==> config.mk <==
export PLATFORM = sky130hd
export DESIGN_NAME = key_entry_ctrl_flat
export DESIGN_NICKNAME = d
export VERILOG_FILES = /design/src/rtl/key_entry_ctrl_pkg.sv /design/src/rtl/key_entry_ctrl_if.sv /design/src/rtl/key_entry_ctrl_entry_accum.sv /design/src/rtl/key_entry_ctrl.sv /design/src/flat_wrapper.sv
export SDC_FILE = /design/constraint.sdc
export NUM_CORES = 1
export LEC_CHECK = 0
export CORE_UTILIZATION = 40
export CTS_CLUSTER_DIAMETER = 100
export DETAILED_ROUTE_END_ITERATION = 8
export MAX_ROUTING_LAYER = met4
export PLACE_DENSITY = 0.69
export SYNTH_ARGS = -nofsm -noshare
export SYNTH_HDL_FRONTEND = slang
export SYNTH_HIERARCHICAL = 1
export SYNTH_SLANG_ARGS = --single-unit
==> constraint.sdc <==
create_clock -name Clock -period 12.4 [get_ports Clock]
set_input_delay 2.48 -clock Clock [delete_from_list [all_inputs] [get_ports Clock]]
set_output_delay 2.48 -clock Clock [all_outputs]
set_load 0.02 [all_outputs]
==> src/rtl/key_entry_ctrl_pkg.sv <==
// calc_pkg: key classes, operator codes and controller states shared by key_entry_ctrl
package calc_pkg;
    typedef enum logic [1:0] {
        KC_DIGIT = 2'b00,
        KC_OP    = 2'b01,
        KC_EQ    = 2'b10
    } key_class_t;
    localparam logic [2:0] OP_NONE = 3'b000;
    localparam logic [2:0] OP_SIGN = 3'b001;
    localparam logic [2:0] OP_ADD  = 3'b010;
    localparam logic [2:0] OP_SUB  = 3'b011;
    localparam logic [2:0] OP_MUL  = 3'b100;
    localparam logic [2:0] OP_CE   = 3'b110;
    typedef enum logic [2:0] {
        S_IDLE,
        S_CAPTURE,
        S_APPLY,
        S_ACK,
        S_ISSUE,
        S_WAIT_CALC
    } state_t;
    function automatic logic is_arith(input logic [2:0] op);
        return op == OP_ADD || op == OP_SUB || op == OP_MUL;
    endfunction
endpackage

==> src/rtl/key_entry_ctrl_if.sv <==
// key_entry_ctrl_if: keypad handshake, arithmetic-unit transaction and display status bundle
interface key_entry_ctrl_if #(parameter int WIDTH = 16);
    logic             KeyRdy;
    logic             KeyRd;
    logic [1:0]       KeyClass;
    logic [3:0]       KeyNumber;
    logic [2:0]       KeyOp;
    logic             CalcStart;
    logic [WIDTH-1:0] CalcOpA;
    logic [WIDTH-1:0] CalcOpB;
    logic [2:0]       CalcOp;
    logic             CalcDone;
    logic [WIDTH-1:0] CalcResult;
    logic [WIDTH-1:0] Display;
    logic [2:0]       PendingOp;
    logic             Error;
    modport slave (
        input  KeyRdy, KeyClass, KeyNumber, KeyOp, CalcDone, CalcResult,
        output KeyRd, CalcStart, CalcOpA, CalcOpB, CalcOp, Display, PendingOp, Error
    );
    modport master (
        output KeyRdy, KeyClass, KeyNumber, KeyOp, CalcDone, CalcResult,
        input  KeyRd, CalcStart, CalcOpA, CalcOpB, CalcOp, Display, PendingOp, Error
    );
endinterface

==> src/rtl/key_entry_ctrl_entry_accum.sv <==
// entry_accum: decimal shift-in (mag*10 + digit) with overflow detect; ENTRY_SATURATE_EN clamps instead of rejecting
module entry_accum #(
    parameter int WIDTH = 16
) (
    input  logic [WIDTH-1:0] i_mag,
    input  logic [3:0]       i_digit,
    output logic [WIDTH-1:0] o_mag,
    output logic             o_err
);
    localparam logic [WIDTH-1:0] MAX = {1'b0, {(WIDTH-1){1'b1}}};
    logic [WIDTH+3:0] w_nx;
    logic             w_ovf;
    assign w_nx  = ({4'b0, i_mag} << 3) + ({4'b0, i_mag} << 1) + {{WIDTH{1'b0}}, i_digit};
    assign w_ovf = w_nx > {4'b0, MAX};
`ifdef ENTRY_SATURATE_EN
    assign o_mag = w_ovf ? MAX : w_nx[WIDTH-1:0];
    assign o_err = 1'b0;
`else
    assign o_mag = w_ovf ? i_mag : w_nx[WIDTH-1:0];
    assign o_err = w_ovf;
`endif
endmodule

==> src/rtl/key_entry_ctrl.sv <==
// key_entry_ctrl: keypad consumer that builds a signed operand and runs start/done calc transactions.
// Build option: define ENTRY_SATURATE_EN to clamp digit overflow instead of flagging Error.
module key_entry_ctrl
    import calc_pkg::*;
#(
    parameter int WIDTH        = 16,
    parameter int DONE_TIMEOUT = 255
) (
    input  logic           Clock,
    input  logic           Reset,
    key_entry_ctrl_if.slave bus
);
    localparam int CW = $clog2(DONE_TIMEOUT + 1);
    state_t           r_state, w_state_nxt;
    logic [1:0]       r_cls;
    logic [3:0]       r_num;
    logic [2:0]       r_op;
    logic [WIDTH-1:0] r_mag, w_mag_nxt, r_opa, w_opa_nxt, r_ca, w_ca_nxt, r_cb, w_cb_nxt, r_disp;
    logic [WIDTH-1:0] w_entry, w_acc_in, w_acc_mag, w_res_mag;
    logic             r_neg, w_neg_nxt, r_fresh, w_fresh_nxt, r_err, w_err_nxt, w_acc_err;
    logic [2:0]       r_pend, w_pend_nxt, r_cop, w_cop_nxt;
    logic [CW-1:0]    r_cnt, w_cnt_nxt;

    assign w_entry   = r_neg ? -r_mag : r_mag;
    assign w_res_mag = bus.CalcResult[WIDTH-1] ? -bus.CalcResult : bus.CalcResult;
    assign w_acc_in  = r_fresh ? '0 : r_mag;

    entry_accum #(.WIDTH(WIDTH)) u_acc (
        .i_mag  (w_acc_in),
        .i_digit(r_num),
        .o_mag  (w_acc_mag),
        .o_err  (w_acc_err)
    );

    assign bus.KeyRd     = r_state != S_IDLE;
    assign bus.CalcStart = r_state == S_ISSUE;
    assign bus.CalcOpA   = r_ca;
    assign bus.CalcOpB   = r_cb;
    assign bus.CalcOp    = r_cop;
    assign bus.Display   = r_disp;
    assign bus.PendingOp = r_pend;
    assign bus.Error     = r_err;

    // Sample key fields only while idle so a held key cannot change mid-transaction
    always_ff @(posedge Clock or negedge Reset) begin
        if (!Reset) begin
            r_cls <= '0;
            r_num <= '0;
            r_op  <= '0;
        end else if (r_state == S_IDLE && bus.KeyRdy) begin
            r_cls <= bus.KeyClass;
            r_num <= bus.KeyNumber;
            r_op  <= bus.KeyOp;
        end
    end

    // Next-state and datapath updates for one key transaction
    always_comb begin
        w_state_nxt = r_state;
        w_mag_nxt   = r_mag;
        w_neg_nxt   = r_neg;
        w_opa_nxt   = r_opa;
        w_fresh_nxt = r_fresh;
        w_pend_nxt  = r_pend;
        w_err_nxt   = r_err;
        w_ca_nxt    = r_ca;
        w_cb_nxt    = r_cb;
        w_cop_nxt   = r_cop;
        w_cnt_nxt   = r_cnt;
        case (r_state)
            S_IDLE:    w_state_nxt = bus.KeyRdy ? S_CAPTURE : S_IDLE;
            S_CAPTURE: w_state_nxt = S_APPLY;
            S_APPLY: begin
                w_state_nxt = S_ACK;
                if (r_cls == KC_DIGIT && r_num <= 4'd9) begin
                    w_mag_nxt   = w_acc_mag;
                    w_neg_nxt   = r_neg & ~r_fresh;
                    w_fresh_nxt = 1'b0;
                    w_err_nxt   = r_err | w_acc_err;
                end else if (r_cls == KC_OP && r_op == OP_SIGN) begin
                    w_neg_nxt = (r_mag != '0) ? ~r_neg : r_neg;
                end else if (r_cls == KC_OP && r_op == OP_CE) begin
                    w_mag_nxt   = '0;
                    w_neg_nxt   = 1'b0;
                    w_fresh_nxt = 1'b1;
                    w_pend_nxt  = OP_NONE;
                    w_err_nxt   = 1'b0;
                end else if (r_cls == KC_OP && is_arith(r_op)) begin
                    w_opa_nxt   = r_fresh ? r_opa : w_entry;
                    w_pend_nxt  = r_op;
                    w_fresh_nxt = 1'b1;
                end else if (r_cls == KC_EQ && r_pend == OP_NONE) begin
                    w_fresh_nxt = 1'b1;
                end else if (r_cls == KC_EQ) begin
                    w_ca_nxt    = r_opa;
                    w_cb_nxt    = w_entry;
                    w_cop_nxt   = r_pend;
                    w_state_nxt = S_ISSUE;
                end
            end
            S_ISSUE: begin
                w_cnt_nxt   = '0;
                w_state_nxt = S_WAIT_CALC;
            end
            S_WAIT_CALC: begin
                w_cnt_nxt = r_cnt + 1'b1;
                if (bus.CalcDone) begin
                    w_mag_nxt   = w_res_mag;
                    w_neg_nxt   = bus.CalcResult[WIDTH-1];
                    w_opa_nxt   = bus.CalcResult;
                    w_pend_nxt  = OP_NONE;
                    w_fresh_nxt = 1'b1;
                    w_state_nxt = S_ACK;
                end else if (r_cnt == CW'(DONE_TIMEOUT - 1)) begin
                    w_err_nxt   = 1'b1;
                    w_pend_nxt  = OP_NONE;
                    w_state_nxt = S_ACK;
                end
            end
            S_ACK:   w_state_nxt = bus.KeyRdy ? S_ACK : S_IDLE;
            default: w_state_nxt = S_IDLE;
        endcase
    end

    // State and datapath registers; Display follows the signed entry being stored
    always_ff @(posedge Clock or negedge Reset) begin
        if (!Reset) begin
            r_state <= S_IDLE;
            r_mag   <= '0;
            r_neg   <= 1'b0;
            r_opa   <= '0;
            r_fresh <= 1'b1;
            r_pend  <= OP_NONE;
            r_err   <= 1'b0;
            r_ca    <= '0;
            r_cb    <= '0;
            r_cop   <= OP_NONE;
            r_cnt   <= '0;
            r_disp  <= '0;
        end else begin
            r_state <= w_state_nxt;
            r_mag   <= w_mag_nxt;
            r_neg   <= w_neg_nxt;
            r_opa   <= w_opa_nxt;
            r_fresh <= w_fresh_nxt;
            r_pend  <= w_pend_nxt;
            r_err   <= w_err_nxt;
            r_ca    <= w_ca_nxt;
            r_cb    <= w_cb_nxt;
            r_cop   <= w_cop_nxt;
            r_cnt   <= w_cnt_nxt;
            r_disp  <= w_neg_nxt ? -w_mag_nxt : w_mag_nxt;
        end
    end
endmodule
==> src/flat_wrapper.sv <==
// flat-port wrapper written by rule: the top's interface ports become plain ports
module key_entry_ctrl_flat import calc_pkg::*;
#(
    parameter int WIDTH        = 16,
    parameter int DONE_TIMEOUT = 255
)
  (Clock, Reset, bus_KeyRdy, bus_KeyClass, bus_KeyNumber, bus_KeyOp, bus_CalcDone, bus_CalcResult, bus_KeyRd, bus_CalcStart, bus_CalcOpA, bus_CalcOpB, bus_CalcOp, bus_Display, bus_PendingOp, bus_Error);
  key_entry_ctrl_if #(.WIDTH(WIDTH)) bus_i ();
  input  logic Clock;
  input  logic Reset;
  input wire logic [$bits(bus_i.KeyRdy)-1:0] bus_KeyRdy;
  input wire logic [$bits(bus_i.KeyClass)-1:0] bus_KeyClass;
  input wire logic [$bits(bus_i.KeyNumber)-1:0] bus_KeyNumber;
  input wire logic [$bits(bus_i.KeyOp)-1:0] bus_KeyOp;
  input wire logic [$bits(bus_i.CalcDone)-1:0] bus_CalcDone;
  input wire logic [$bits(bus_i.CalcResult)-1:0] bus_CalcResult;
  output wire logic [$bits(bus_i.KeyRd)-1:0] bus_KeyRd;
  output wire logic [$bits(bus_i.CalcStart)-1:0] bus_CalcStart;
  output wire logic [$bits(bus_i.CalcOpA)-1:0] bus_CalcOpA;
  output wire logic [$bits(bus_i.CalcOpB)-1:0] bus_CalcOpB;
  output wire logic [$bits(bus_i.CalcOp)-1:0] bus_CalcOp;
  output wire logic [$bits(bus_i.Display)-1:0] bus_Display;
  output wire logic [$bits(bus_i.PendingOp)-1:0] bus_PendingOp;
  output wire logic [$bits(bus_i.Error)-1:0] bus_Error;
  assign bus_i.KeyRdy = bus_KeyRdy;
  assign bus_i.KeyClass = bus_KeyClass;
  assign bus_i.KeyNumber = bus_KeyNumber;
  assign bus_i.KeyOp = bus_KeyOp;
  assign bus_i.CalcDone = bus_CalcDone;
  assign bus_i.CalcResult = bus_CalcResult;
  assign bus_KeyRd = bus_i.KeyRd;
  assign bus_CalcStart = bus_i.CalcStart;
  assign bus_CalcOpA = bus_i.CalcOpA;
  assign bus_CalcOpB = bus_i.CalcOpB;
  assign bus_CalcOp = bus_i.CalcOp;
  assign bus_Display = bus_i.Display;
  assign bus_PendingOp = bus_i.PendingOp;
  assign bus_Error = bus_i.Error;
  key_entry_ctrl #(.WIDTH(WIDTH), .DONE_TIMEOUT(DONE_TIMEOUT)) u_core (.Clock(Clock), .Reset(Reset), .bus(bus_i));
endmodule
### Word-level counts from Yosys, hierarchy flattened

Cells that the tools add are included.

| cells by class | value |
|---|---|
| add/subtract/negate cells | 6 |
| multiply operators | 0 |
| div/mod/pow operators | 0 |
| eq/ne operators | 26 |
| reduce and logical (&&, ||, !) cells | 20 |
| shift operators | 0 |
| bitwise logic cells | 9 |
| mux-type cells | 55 |
| $lt $le $gt $ge | 2 |

Operator list:

| kind | count |
|---|---|
| $mux 16 | 15 |
| $pmux 16 s2 | 2 |
| $neg 16->16 | 3 |
| $mux 3 | 14 |
| $add 19x17->20 | 1 |
| $add 20x4->20 | 1 |
| $gt 20x15->1 const B | 1 |
| $pmux 3 s6 | 1 |
| $mux 1 | 17 |
| $pmux 8 s2 | 1 |
| $reduce_bool 16->1 | 1 |
| $reduce_and 7->1 | 2 |
| $eq 3x2->1 const B | 4 |
| $eq 3x3->1 const B | 4 |
| $ne 2x2->1 const B | 6 |
| $reduce_and 5->1 | 2 |
| $add 8x1->8 const B | 1 |
| $eq 8x8->1 const B | 1 |
| $not 1->1 | 7 |
| $eq 3x1->1 const B | 2 |
| $logic_and 1x1->1 | 6 |
| $logic_not 3->1 | 2 |
| $ne 3x1->1 const B | 2 |
| $ne 3x2->1 const B | 2 |
| 15 further kinds | 20 |

| word-level totals | value |
|---|---|
| bits in latches | 0 |
| ROM bits | 0 |
| register bits | 109 |
| memory bits (writable) | 0 |
| word-level logic and storage cells | 133 |
| memories kept | 0 |

### Longest topological paths before layout

| depth | value |
|---|---|
| depth in word-level cells | 9 |
| gate-level depth with buffers | 22 |
| gate-level depth less buffers | 19 |

### By module

The synthesis kept the hierarchy.

By module, submodules not included:

| module | cells an instance | times used | area each (um2) |
|---|---|---|---|
| key_entry_ctrl | 569 | 1 | 5803.1 |
| entry_accum | 156 | 1 | 1336.3 |

### Worst setup path before layout

No wires, ideal clock.

| timing path | value |
|---|---|
| path kind | register to register |
| start point | register u_core.r_fresh |
| end point | register u_core.r_disp[15] (netlist: u_core/bus.Display[15]) |
| cell stages (with the launch flop) | 21 |
| data required time | 12.271 ns |
| data arrival time | 5.083 ns |
| setup time | 0.129 ns |
| slack | 7.188 ns |
| cell sequence | dfstp_2 clkbuf_1 clkbuf_1 nor2_1 fa_1 ha_1 a21o_1 and4_1 o211ai_1 a21oi_1 a2111oi_2 and3_1 buf_6 buf_12 mux2_4 a22o_1 a211o_2 or3_4 nor3_2 a31oi_1 xor2_1 |

| between the ends | value |
|---|---|
| cells in the longest elaborated chain, start to end | 9 |
| elaborated cells on any way between the ends | 13 |

Ends and longest elaborated chain:

| what | RTL line | RTL |
|---|---|---|
| start, declared | key_entry_ctrl.sv:20 | `logic r_neg, w_neg_nxt, r_fresh, w_fresh_nxt, r_err, w_err_nxt, w_acc_err;` |
| start signal, assigned | key_entry_ctrl.sv:145 | `r_fresh <= w_fresh_nxt;` |
| $mux 16 (*) | key_entry_ctrl.sv:26 | `assign w_acc_in = r_fresh ? '0 : r_mag;` |
| via u_core.w_acc_in[0] | key_entry_ctrl.sv:19 | `logic [WIDTH-1:0] w_entry, w_acc_in, w_acc_mag, w_res_mag;` |
| $add 19x17->20 (*) | key_entry_ctrl_entry_accum.sv:13 | `assign w_nx = ({4'b0, i_mag} << 3) + ({4'b0, i_mag} << 1) + {{WIDTH{1'b0}}, i_digit};` |
| $add 20x4->20 (*) | key_entry_ctrl_entry_accum.sv:13 |  |
| $gt 20x15->1 | key_entry_ctrl_entry_accum.sv:14 | `assign w_ovf = w_nx > {4'b0, MAX};` |
| $mux 16 (*) | key_entry_ctrl_entry_accum.sv:19 | `assign o_mag = w_ovf ? i_mag : w_nx[WIDTH-1:0];` |
| via u_core.w_acc_mag[10] | key_entry_ctrl.sv:19 |  |
| $mux 16 (*) | key_entry_ctrl.sv:75 | `if (r_cls == KC_DIGIT && r_num <= 4'd9) begin` |
| $pmux 16 s2 (*) | key_entry_ctrl.sv:70 | `case (r_state)` |
| via u_core.w_mag_nxt[10] | key_entry_ctrl.sv:18 | `logic [WIDTH-1:0] r_mag, w_mag_nxt, r_opa, w_opa_nxt, r_ca, w_ca_nxt, r_cb, w_cb_nxt, r_disp;` |
| $neg 16->16 (*) | key_entry_ctrl.sv:152 | `r_disp <= w_neg_nxt ? -w_mag_nxt : w_mag_nxt;` |
| $mux 16 (*) | key_entry_ctrl.sv:152 |  |
| end signal, assigned | key_entry_ctrl.sv:152 |  |
| end, declared | key_entry_ctrl.sv:18 |  |

Mark *: on every way through the listed nets, which the timed path passes. The rest lies on a longest branch.
A chain may end at the register's enable or synchronous reset.

### Worst setup path after layout

| timing path | value |
|---|---|
| start point | register u_core.r_fresh |
| end point | register u_core.r_disp[10] (netlist: u_core/bus.Display[10]) |

| between the ends | value |
|---|---|
| cells in the longest elaborated chain, start to end | 9 |
| elaborated cells on any way between the ends | 13 |

Ends and longest elaborated chain:

| what | RTL line |
|---|---|
| $mux 16 (*) | key_entry_ctrl.sv:26 |
| via u_core.w_acc_in[0] | key_entry_ctrl.sv:19 |
| $add 19x17->20 (*) | key_entry_ctrl_entry_accum.sv:13 |
| $add 20x4->20 (*) | key_entry_ctrl_entry_accum.sv:13 |
| $gt 20x15->1 | key_entry_ctrl_entry_accum.sv:14 |
| $mux 16 (*) | key_entry_ctrl_entry_accum.sv:19 |
| via u_core.w_acc_mag[1] | key_entry_ctrl.sv:19 |
| $mux 16 (*) | key_entry_ctrl.sv:75 |
| $pmux 16 s2 (*) | key_entry_ctrl.sv:70 |
| $neg 16->16 (*) | key_entry_ctrl.sv:152 |
| $mux 16 (*) | key_entry_ctrl.sv:152 |

Marks and branches as above.

==> flow_summary.json <==
{
  "boundaryPins": 86,
  "cp.arrival_ns": 6.12,
  "clock_sinks": 108,
  "worst_pin_slew_ns": 1.290,
  "numPortBuffers": 85,
  "vias": 5822,
  "stdcell_area_mm2": 0.008367,
  "synth.distinct_cells": 90,
  "groute.usage.overall_pct": 21.77,
  "top_layer": "met4",
  "synth_flop_cell": "dfrtp_1",
  "start_util_pct": 41.13,
  "wl_per_cell_um": 18.44,
  "rsz0062_at_grt": "false",
  "p_per_area_mw_per_mm2": 262.1,
  "finalCriticalPeriod_ns": 5.876,
  "final_cell_mix": "dfrtp_1, clkdlybuf4s50_1, nor2_1",
  "postPlaceCellArea_mm2": 0.008074,
  "slew_violations": 0,
  "placement_rows": 48,
  "postCtsSetupRepairBufs": 0,
  "die-area_mm2": 0.01839,
  "seq_area_frac_synth_pct": 37.87,
  "synthArstFlopShare_pct": 100.0,
  "area_delta_synth_final_pct": 17.19,
  "avgSynthCellArea_um2": 9.847,
  "finalHoldViolations": 0,
  "finClkSkew_ns": 0.01623,
  "root_buffer": "clkbuf_16",
  "status": "complete, no violations",
  "ctsHoldBuffers": 0,
  "wl_met2_mm": 8.315,
  "maxCapViolations": 0,
  "met1_length_mm": 9.036,
  "worstSetupStartpointType": "register",
  "fin_crit_sh_pct": 47.38,
  "synth_seq_cells": 108,
  "die_y_um": 135.6,
  "leakage_nw": 3.789,
  "yosysWarningCount": 6,
  "antenna_found_initial": 0,
  "synthCells": 725,
  "cts_inserted_buffers": 9,
  "wl_mm": 18.77,
  "firstDrtPassIters": 7,
  "routed_via_density": 5.719,
  "die_w_um": 135.6,
  "netlist_area_mm2": 0.007139,
  "end_kind": "register",
  "final_nets": 855,
  "antenna_cells": 0,
  "synth-edff-count": 0,
  "n_fill_cell": 1618,
  "clkLatencyLatePin_ns": 0.36,
  "gp_congestion": 0.9921,
  "critPathRequiredTime_ns": 12.65,
  "worst-path-max-fanout": 19,
  "grt_max_degree": 65,
  "core_area_mm2": 0.01736,
  "ctsResizeCount": 0,
  "antenna_left": 0,
  "drt_iter0_drc": 496,
  "drive_gt1_share_pct": 14.63,
  "final_common_cell": "dfrtp_1",
  "ir_drop_v": 0.0001444,
  "min_path_type": "reg2reg",
  "hpwl_mm": 13.97,
  "crit_type": "reg2reg",
  "grt_pass1_wl_mm": 29.77,
  "fmax_mhz": 170.2,
  "cts.clk_slew.worst_paths_ns": 0.08,
  "route.met3.wl_mm": 1.192,
  "slew-limit-headroom_pct": 13.40,
  "cts_max_level": 3,
  "cts_tree": "done",
  "setup_viol": 0,
  "drc": 0,
  "grt_pass1_vias": 5536,
  "grt.overflow.total": 0,
  "clock_path_buffers": 2,
  "finalSetupTns_ns": 0,
  "syn_nets": 792
}
-- cell usage after synthesis (all sizes together), types with 3 or more instances --
| cell type | n | area share [%] |
|---|---|---|
| mux2 | 58 | 9.6 |
| nor3b | 4 | 0.42 |
| or3 | 6 | 0.60 |
| o41ai | 4 | 0.60 |
| a222oi | 3 | 0.42 |
| a21oi | 59 | 4.1 |
| a41oi | 3 | 0.37 |
| xnor2 | 27 | 3.3 |
| mux2i | 5 | 0.70 |
| nor4 | 3 | 0.26 |
| a221o | 3 | 0.42 |
| a21o | 5 | 0.53 |
| a22o | 7 | 0.86 |
| a211o | 3 | 0.39 |
| o211ai | 5 | 0.53 |
| o21bai | 3 | 0.32 |
| nor2 | 66 | 3.5 |
| or2 | 3 | 0.30 |
| nor2b | 20 | 1.8 |
| o21a | 6 | 0.63 |
| inv | 27 | 1.5 |
| and2 | 6 | 0.60 |
| a31oi | 4 | 0.35 |
| nand3 | 14 | 1.1 |
| ha | 36 | 6.3 |
| xor2 | 19 | 2.3 |
| a211oi | 8 | 0.84 |
| buf | 14 | 1.5 |
| o31ai | 12 | 1.5 |
| a221oi | 7 | 1.0 |
| nor3 | 11 | 1.1 |
| nand2 | 47 | 2.6 |
| dfrtp | 107 | 38 |
| o21ai | 43 | 3.2 |
| clkbuf | 22 | 1.6 |
| nand2b | 9 | 0.79 |
| and3 | 4 | 0.46 |
| or4 | 8 | 0.95 |
| nand4 | 3 | 0.26 |
-- report_power, final --
group / leakage, nW / internal, mW / switching, mW / total [mW]
Sequential: 1.39 / 0.508 / 0.161 / 0.668
Clock: 0.139 / 0.141 / 0.140 / 0.282
Combinational: 2.27 / 0.555 / 0.688 / 1.24
-- per-stage QoR --
stage                     utilization (%)  power (mW)  hold slack (ns)  setup slack, ns  std cells
after floorplan                         -       1.498           0.4750            7.188        725
after global placement              46.52       1.883           0.4890            6.454       1002
after detailed placement            46.52       1.896           0.4921            6.496       1002
after CTS                           48.21       2.193           0.5111            6.637       1018
after global routing                48.21       2.346           0.5192            6.181       1018
final                               48.21       2.193           0.5069            6.524       1018
-- worst max-delay path, stage by stage, from the launching register on --
cell	delay, ns
dfstp_2	0.74
nor2_1	0.15
fa_1	0.55
ha_1	0.32
a21o_1	0.17
and4_1	0.24
o211ai_1	0.22
a21oi_1	0.11
a2111oi_2	0.32
and3_1	0.79
mux2_2	0.43
a221oi_1	0.71
ha_1	0.33
nand4_1	0.13
o41a_2	0.41
xor2_1	0.14
-- flip-flops by register name (all words and copies together) (netlist names) --
| signal | count |
|---|---|
| u_core/bus.CalcOpA | 16 |
| u_core/bus.CalcOpB | 16 |
| u_core/bus.Display | 16 |
| u_core/r_opa | 16 |
| u_core/r_mag | 15 |
| u_core/r_cnt | 8 |
| u_core/r_num | 4 |
| u_core/bus.CalcOp | 3 |
| u_core/bus.PendingOp | 3 |
| u_core/r_op | 3 |
| u_core/r_state | 3 |
| u_core/r_cls | 2 |
| u_core/bus.Error | 1 |
| u_core/r_fresh | 1 |
| u_core/r_neg | 1 |
-- worst paths after layout --
kind / from / end / slack, ns / cells after the start
setup / recovery: u_core/r_fresh / u_core/bus.Display[10] / 6.52 / 15
hold / removal: u_core/bus.CalcOpA[2] / u_core/bus.CalcOpA[2] / 0.51 / 1
setup reg to reg: u_core/r_fresh / u_core/bus.Display[10] / 6.52 / 15
hold reg to reg: u_core/bus.CalcOpA[2] / u_core/bus.CalcOpA[2] / 0.51 / 1
max in group asynchronous: Reset / u_core/r_opa[8] / 9.02 / 2
min in group asynchronous: Reset / u_core/r_cnt[6] / 2.11 / 1
-- routing by layer --
layer	vias up	global-route usage (%)
li1	2752	-
met1	2838	30.87
met2	218	32.14
met3	14	3.853
met4	0	4.806
met5	-	-
-- layout make-up --
class                      count  area, µm²  area share (%)
clock buffer                   9      225.2           2.692
clock inverter                 7      67.56          0.8075
inverter                      27      106.4           1.271
multi-input combinational    554       4111           49.14
sequential                   108       2704           32.32
tap                          225      281.5           3.365
timing repair buffer          88      870.8           10.41
-- kinds of logic (layout without fill, tap and decap cells) --
family          after synthesis  count (layout)  synth area share (%)
compound gates              192             192                 18.44
fa+ha+maj                    38              38                 6.870
simple gates                215             215                 16.30
flops                       108             108                 37.87
mux                          63              63                 10.32
xor+xnor                     46              46                 5.643
buf+inv                      63             131                 4.557
Note: power is estimated with default switching activity, not from simulation.
